$ cat src/rtl/mpeg_vlc_pkg.sv
// Shared constants for the MPEG-2 motion_code VLC (Table B-10).
// Codewords are stored per |motion_code| without the trailing sign bit.
package mpeg_vlc_pkg;

  localparam int MV_MAX    = 16;
  localparam int MV_CODE_W = 11;  // longest codeword including sign bit

  // Codeword value (right-aligned) and length for |m| = 0..16, sign bit excluded
  localparam logic [9:0] MV_VLC_CODE [0:MV_MAX] = '{
    10'd1,  10'd1,  10'd1,  10'd1,  10'd3,  10'd5,  10'd4,  10'd3,
    10'd11, 10'd10, 10'd9,  10'd17, 10'd16, 10'd15, 10'd14, 10'd13,
    10'd12
  };
  localparam logic [3:0] MV_VLC_LEN [0:MV_MAX] = '{
    4'd1,  4'd2,  4'd3,  4'd4,  4'd6,  4'd7,  4'd7,  4'd7,
    4'd9,  4'd9,  4'd9,  4'd10, 4'd10, 4'd10, 4'd10, 4'd10,
    4'd10
  };

  typedef enum logic [0:0] {
    RUN   = 1'b0,
    FLUSH = 1'b1
  } mv_state_e;

  // LUT result: full codeword (sign included), its length, illegal flag
  typedef struct packed {
    logic [MV_CODE_W-1:0] code;
    logic [3:0]           len;
    logic                 illegal;
  } mv_vlc_t;

endpackage

$ cat src/rtl/mv_vlc_lut.sv
// Combinational motion_code -> VLC codeword lookup.
// Codeword is right-aligned; for m!=0 the sign bit (1 = negative) is the LSB.
module mv_vlc_lut
  import mpeg_vlc_pkg::*;
(
  input  logic signed [5:0] mcode,
  output mv_vlc_t           vlc
);

  logic [5:0] mag;

  // Magnitude, range check and table lookup
  always_comb begin
    mag = mcode[5] ? (~mcode + 6'd1) : mcode;
    vlc = '0;
    vlc.illegal = (mag > 6'd16);
    if (!vlc.illegal) begin
      if (mag == 6'd0) begin
        vlc.code = 11'd1;
        vlc.len  = 4'd1;
      end else begin
        vlc.code = {MV_VLC_CODE[mag[4:0]], mcode[5]};
        vlc.len  = MV_VLC_LEN[mag[4:0]] + 4'd1;
      end
    end
  end

endmodule

$ cat src/rtl/put_motion_code.sv
// MPEG-2 motion_code VLC encoder and MSB-first bit packer.
// Optional build macro MOTION_RESIDUAL_EN: append motion_residual bits after
// the sign bit. Without it r_size/residual are present but ignored.
module put_motion_code
  import mpeg_vlc_pkg::*;
#(
  parameter int WORD_W    = 16,
  parameter int RSIZE_MAX = 8
) (
  input  logic                 clk,
  input  logic                 rst,
  input  logic                 in_valid,
  output logic                 in_ready,
  input  logic signed [5:0]    mcode,
  input  logic [3:0]           r_size,
  input  logic [RSIZE_MAX-1:0] residual,
  input  logic                 flush,
  output logic                 flush_done,
  output logic                 out_valid,
  input  logic                 out_ready,
  output logic [WORD_W-1:0]    out_data,
  output logic                 err
);

  localparam int ACC_W  = WORD_W + MV_CODE_W + RSIZE_MAX;
  localparam int SYM_W  = MV_CODE_W + RSIZE_MAX;
  localparam int FILL_W = $clog2(ACC_W + 1);

  // Accumulator bits are left-aligned; everything below fill is kept zero so
  // the top word is already zero-padded when a partial word is flushed.
  logic [ACC_W-1:0]  acc;
  logic [FILL_W-1:0] fill;
  mv_state_e         state;
  logic              err_q;

  mv_vlc_t           vlc;
  logic [SYM_W-1:0]  sym;
  logic [FILL_W-1:0] sym_len;
  logic              drop;
  logic [ACC_W-1:0]  sym_left;
  logic [ACC_W-1:0]  app;
  logic              accept;
  logic              emit;

  mv_vlc_lut u_lut (
    .mcode (mcode),
    .vlc   (vlc)
  );

`ifdef MOTION_RESIDUAL_EN
  // Symbol = codeword followed by r_size residual bits (never for m==0)
  always_comb begin
    sym     = SYM_W'(vlc.code);
    sym_len = FILL_W'(vlc.len);
    drop    = vlc.illegal;
    if (!vlc.illegal && mcode != 6'sd0) begin
      if (int'(r_size) > RSIZE_MAX) begin
        drop = 1'b1;
      end else if (r_size != 4'd0) begin
        sym     = (SYM_W'(vlc.code) << r_size)
                | (SYM_W'(residual) & ~({SYM_W{1'b1}} << r_size));
        sym_len = FILL_W'(vlc.len) + FILL_W'(r_size);
      end
    end
  end
`else
  // Symbol is the bare codeword
  always_comb begin
    sym     = SYM_W'(vlc.code);
    sym_len = FILL_W'(vlc.len);
    drop    = vlc.illegal;
  end

  logic unused_residual;
  assign unused_residual = ^{r_size, residual};
`endif

  // Place the symbol directly below the current fill point
  always_comb begin
    sym_left = ACC_W'(sym) << (FILL_W'(ACC_W) - sym_len);
    app      = sym_left >> fill;
  end

  // Handshakes derive from registers only; accept needs fill<WORD_W in RUN
  // while emit in RUN needs fill>=WORD_W, so the two never coincide.
  assign in_ready   = (state == RUN) && (fill < FILL_W'(WORD_W));
  assign out_valid  = (fill >= FILL_W'(WORD_W)) || ((state == FLUSH) && (fill != '0));
  assign out_data   = acc[ACC_W-1 -: WORD_W];
  assign flush_done = (state == FLUSH) && (fill == '0);
  assign err        = err_q;
  assign accept     = in_valid && in_ready;
  assign emit       = out_valid && out_ready;

  // Accumulator, fill counter, error pulse and RUN/FLUSH control
  always_ff @(posedge clk) begin
    if (rst) begin
      acc   <= '0;
      fill  <= '0;
      state <= RUN;
      err_q <= 1'b0;
    end else begin
      err_q <= 1'b0;
      if (accept) begin
        if (drop) begin
          err_q <= 1'b1;
        end else begin
          acc  <= acc | app;
          fill <= fill + sym_len;
        end
      end else if (emit) begin
        acc  <= acc << WORD_W;
        fill <= (fill >= FILL_W'(WORD_W)) ? fill - FILL_W'(WORD_W) : '0;
      end

      case (state)
        RUN:     if (flush) state <= FLUSH;
        FLUSH:   if (fill == '0) state <= RUN;
        default: state <= RUN;
      endcase
    end
  end

endmodule
$ cat config.mk
export PLATFORM = sky130hd
export DESIGN_NAME = put_motion_code
export DESIGN_NICKNAME = d
export VERILOG_FILES = /design/src/rtl/mpeg_vlc_pkg.sv /design/src/rtl/mv_vlc_lut.sv /design/src/rtl/put_motion_code.sv
export SDC_FILE = /design/constraint.sdc
export NUM_CORES = 1
export LEC_CHECK = 0
export BUFFER_PORTS_ARGS = -buffer_cell sky130_fd_sc_hd__buf_2
export CORE_ASPECT_RATIO = 0.5
export CORE_MARGIN = 1
export CORE_UTILIZATION = 53
export CTS_CLUSTER_DIAMETER = 40
export DETAILED_ROUTE_END_ITERATION = 8
export GPL_ROUTABILITY_DRIVEN = 0
export GPL_TIMING_DRIVEN = 0
export PLACE_DENSITY = 0.72
export SYNTH_ARGS = -nofsm -noshare
export SYNTH_HDL_FRONTEND = slang
export SYNTH_SLANG_ARGS = --single-unit
$ cat constraint.sdc
create_clock -name clk -period 8.1 [get_ports clk]
set_input_delay 1.62 -clock clk [delete_from_list [all_inputs] [get_ports clk]]
set_output_delay 1.62 -clock clk [all_outputs]
set_load 0.005 [all_outputs]
==> impl_results.md <==
* Clock transition at the registers of the reported paths at 60 ps
* ANT cells at 0
* Antenna-violating nets left at 0
* # fillers at between 800 and 900
* CTS tree: built
* Die Ht at ~71 um
* Reg area at 861 um2
* Met2 usage at 0.593
* CTS Hold Bufs at 0
* Grt ovf at 0
* Area post-placement at ~5400 um2
* Ratio of cells with drive above 1 in the final layout at 0.150
* PostCTS Resize Cnt at 0
* Critical-path top delay cell: a311oi_1
* Max Clock Freq at approximately 130 MHz
* Post-Synthesis Cells at between 700 and 800
* CP Capture Type: flop
* Fin Hold WS at between 400 and 500 ps
* Clock Latency Late Sink at 290 ps
* Vias in the first global route at between 5000 and 6000
* EDFF count, synth at 0
* RSZ-0062 raised after global routing: no
* Area leader, netlist: dfxtp_1
* 1st-iter DRT viols at approximately 1200
* CP top delay family: simple AND/OR/NAND/NOR gates
* Worst setup path start: mcode[0]
* Critical path peak fanout at 10
* Tightest Hold Check Type: reg -> reg
* Post-DP HPWL at about 14 mm
* Clock Tree Buf Depth at 2
* Post-synth ARST share at 0
* Multi-input logic area at ~3800 um2
* Setup Viol. Count Final at 0
* Core area at ~9000 um2
* Switch share at 0.461
* WP data required at 8310 ps
* Pwr per Cell Area at between 150 and 200 nW/um2
* Internal Power at ~500 uW
* Cell Count, Final, Fillers Out at 872
* Net Sw Power at 432 uW
* H-tree depth at 2
* Layout area overhead at 8.48%
* GRT Resource Usage Total at 0.386
* Leak at about 2.0 nW
* Synth area leaders: dfxtp_1 (17%), nand2_1 (5.8%), nor2_1 (5.5%)
* Setup TNS at 0 ps
* Post-Syn Nets at about 750
* Initial antenna violation count at 0
* Clk sinks at 43
* Boundary pin count at 43
* Syn. warnings at 0
* DRC at 1
* Met3 usage at 0.0882
* Status: finished with violations
* Final hold viol count at 0
* Post-CTS setup buffers at 0
* Final net count at between 700 and 800
* Rows at 24
* XOR/XNOR Fraction of Synth Area at 0.0204
* FF-to-FF setup slack at around 4600 ps
* Starting Density at 0.565
* Simple-gate portion of the synthesized area at 0.279
* Avg WL per Cell at 21.7 um
* Design Area, Final at roughly 5500 um2
* TritonCTS Buffers at 5
* Vias per cell at between 7 and 8
* Register bit total from synthesis at 43
* Grt met1 use at 0.511
* Worst Setup Start Kind: primary input
* RR Startpoint: fill[3]$_SDFFE_PP0P_
* Worst R2R Path Depth at 10
* Die X at around 140 um
* Synthesized-area fraction occupied by adder cells at 0.0265
* GR peak layer: met2
* Slowest cell delay on critical path at ~460 ps
* WS Path Type: in -> reg
* Relative slew margins at 0.332
* Synth Area in Compound Gates at 0.362
* Post-synthesis mux area share at 0.0565
* Critical path capture point: acc[17]$_SDFFE_PP0P_
* Peak VDD IR at 90.3 uV
* Fin. max-slew vios at 0
* WL final at 18.9 mm
* Largest net degree at the start of global routing at 14
* Seq pwr share at 0.249
* Area of the mapped netlist at between 5000 and 6000 um2
* Final min period at approximately 7800 ps
* Clk root buf: clkbuf_16
* Buf+Inv Stages, Crit Path at 7
* Sequential area share after synthesis at 0.169
* Tightest Pin Transition at roughly 1000 ps
* Pre-Repair DR Iteration Count at 9
* Worst r2r dst: acc[31]$_SDFFE_PP0P_
* Largest family of logic cells by synthesized area: compound AO/OA/AOI/OAI gates
* Clk network pwr share at 0.217
* Comb power frac at 0.534
* Worst hold start: acc[7]$_SDFFE_PP0P_
* Port-buffer cells at 27
* Max Cap Viol at 0
* Fin crit share at 0.958
* Die ar. at around 10000 um2
* Placed Instances at roughly 870
* Avg Cell Area, Syn at ~7.1 um2
* Clock skew at ~8.5 ps
* First-pass GRT wire length at between 30 and 40 mm
* Routed via count at around 6300
* Crit path depth at 28
* Violations in the final reports: DRC
* Synth cell types at 92
* Yosys top cell area share at 0.169
* CP arrival at about 8000 ps
* Synth Flop Type: dfxtp_1
[placed cells by master (no fill, tap or decap), types with 4 or more instances in the layout]
master     Yosys  routed
nand2_1       78      78
nor2_1        74      73
a21oi_1       45      45
o21ai_0       43      43
dfxtp_1       43      43
buf_2         10      37
clkbuf_1      39      37
nor3_1        36      36
nand3_1       30      30
buf_4         21      21
a211oi_1      18      18
a31oi_1       18      18
o211ai_1      17      17
inv_1         14      14
nand2b_1      12      12
mux2i_1       11      11
and3_1        10      10
ha_1          10      10
o2111ai_1      9       9
a311oi_1       9       9
o21a_1         8       8
nor4_1         7       7
nand4_1        7       7
xnor2_1        7       7
o22ai_1        7       7
or3_1          5       5
o21ai_1        5       5
o31ai_1        5       5
clkbuf_16      0       5
a21o_1         4       4
o211a_1        4       4
or2_2          4       4
mux2_2         4       4
and2_1         4       4
o32ai_1        4       4
a31o_2         4       4
a32oi_1        4       4
mux4_2         4       4
[power by group through the flow]
stage | clock network, mW | registers [mW] | logic (mW)
6_report | 0.203 | 0.233 | 0.501
5_1_grt | 0.208 | 0.235 | 0.533
3_3_place_gp | 0 | 0.237 | 0.467
2_1_floorplan | 0 | 0.235 | 0.345
4_1_cts | 0.199 | 0.233 | 0.473
3_5_place_dp | 0 | 0.238 | 0.470
[area by class of cell]
class,instances,share of cell area
multi-input combinational,588,0.689
sequential,43,0.156
buffer,73,0.0680
tap,117,0.0265
timing repair buffer,27,0.0245
clock buffer,6,0.0233
inverter,16,0.0109
clock inverter,2,0.00227
[sequential cells by signal, indices dropped and copies added (netlist names)]
name,cells
fill,6
acc,35
state,1
err,1
[cell usage after synthesis, types with 5 or more instances]
cell	number
o211ai_1	17
a311oi_1	9
o31ai_1	5
buf_2	10
nor3_1	36
and3_1	10
nor2_1	74
nand2b_1	12
a31oi_1	18
a211oi_1	18
dfxtp_1	43
a21oi_1	45
buf_4	21
o21ai_0	43
xnor2_1	7
nand3_1	30
nand4_1	7
o21a_1	8
or3_1	5
o21ai_1	5
mux2i_1	11
o2111ai_1	9
o22ai_1	7
nand2_1	78
nor4_1	7
inv_1	14
ha_1	10
clkbuf_1	39
[metrics by stage]
step	total power [mW]	utilization	setup WS, ps
after global placement	0.704	0.596	21.2
after global routing	0.975	0.613	61.3
after CTS	0.905	0.612	214
final	0.937	0.613	343
after detailed placement	0.708	0.596	-75.5
after floorplan	0.581	-	1300
[logic make-up after synthesis]
| family | count (synthesis) |
|---|---|
| simple gates | 289 |
| compound gates | 255 |
| buf+inv | 90 |
| flops | 43 |
| mux | 22 |
| xor+xnor | 11 |
| fa+ha+maj | 11 |
[worst min path at each step]
stage	to	slack [ps]	cells past startpoint
after global placement	acc[9]$_SDFFE_PP0P_	440	1
after CTS	acc[7]$_SDFFE_PP0P_	460	2
final	acc[7]$_SDFFE_PP0P_	460	2
after floorplan	acc[7]$_SDFFE_PP0P_	430	2
after global routing	acc[9]$_SDFFE_PP0P_	490	1
after detailed placement	acc[7]$_SDFFE_PP0P_	450	2
[worst reg2reg max path: cells and delay by family, from the launching register on]
| family | cells | cell delay [ps] |
|---|---|---|
| AND/OR/NAND/NOR | 7 | 1920 |
| buffers and inverters | 3 | 1200 |
| flip-flops | 1 | 320 |
[routing by layer]
metal  part of all wire  vias to the layer above
li1                   -                     2802
met1               0.40                     2889
met2               0.41                      496
met3               0.13                      130
met4              0.051                        0
met5                  0                        -
(Power assumes the default switching activity.)
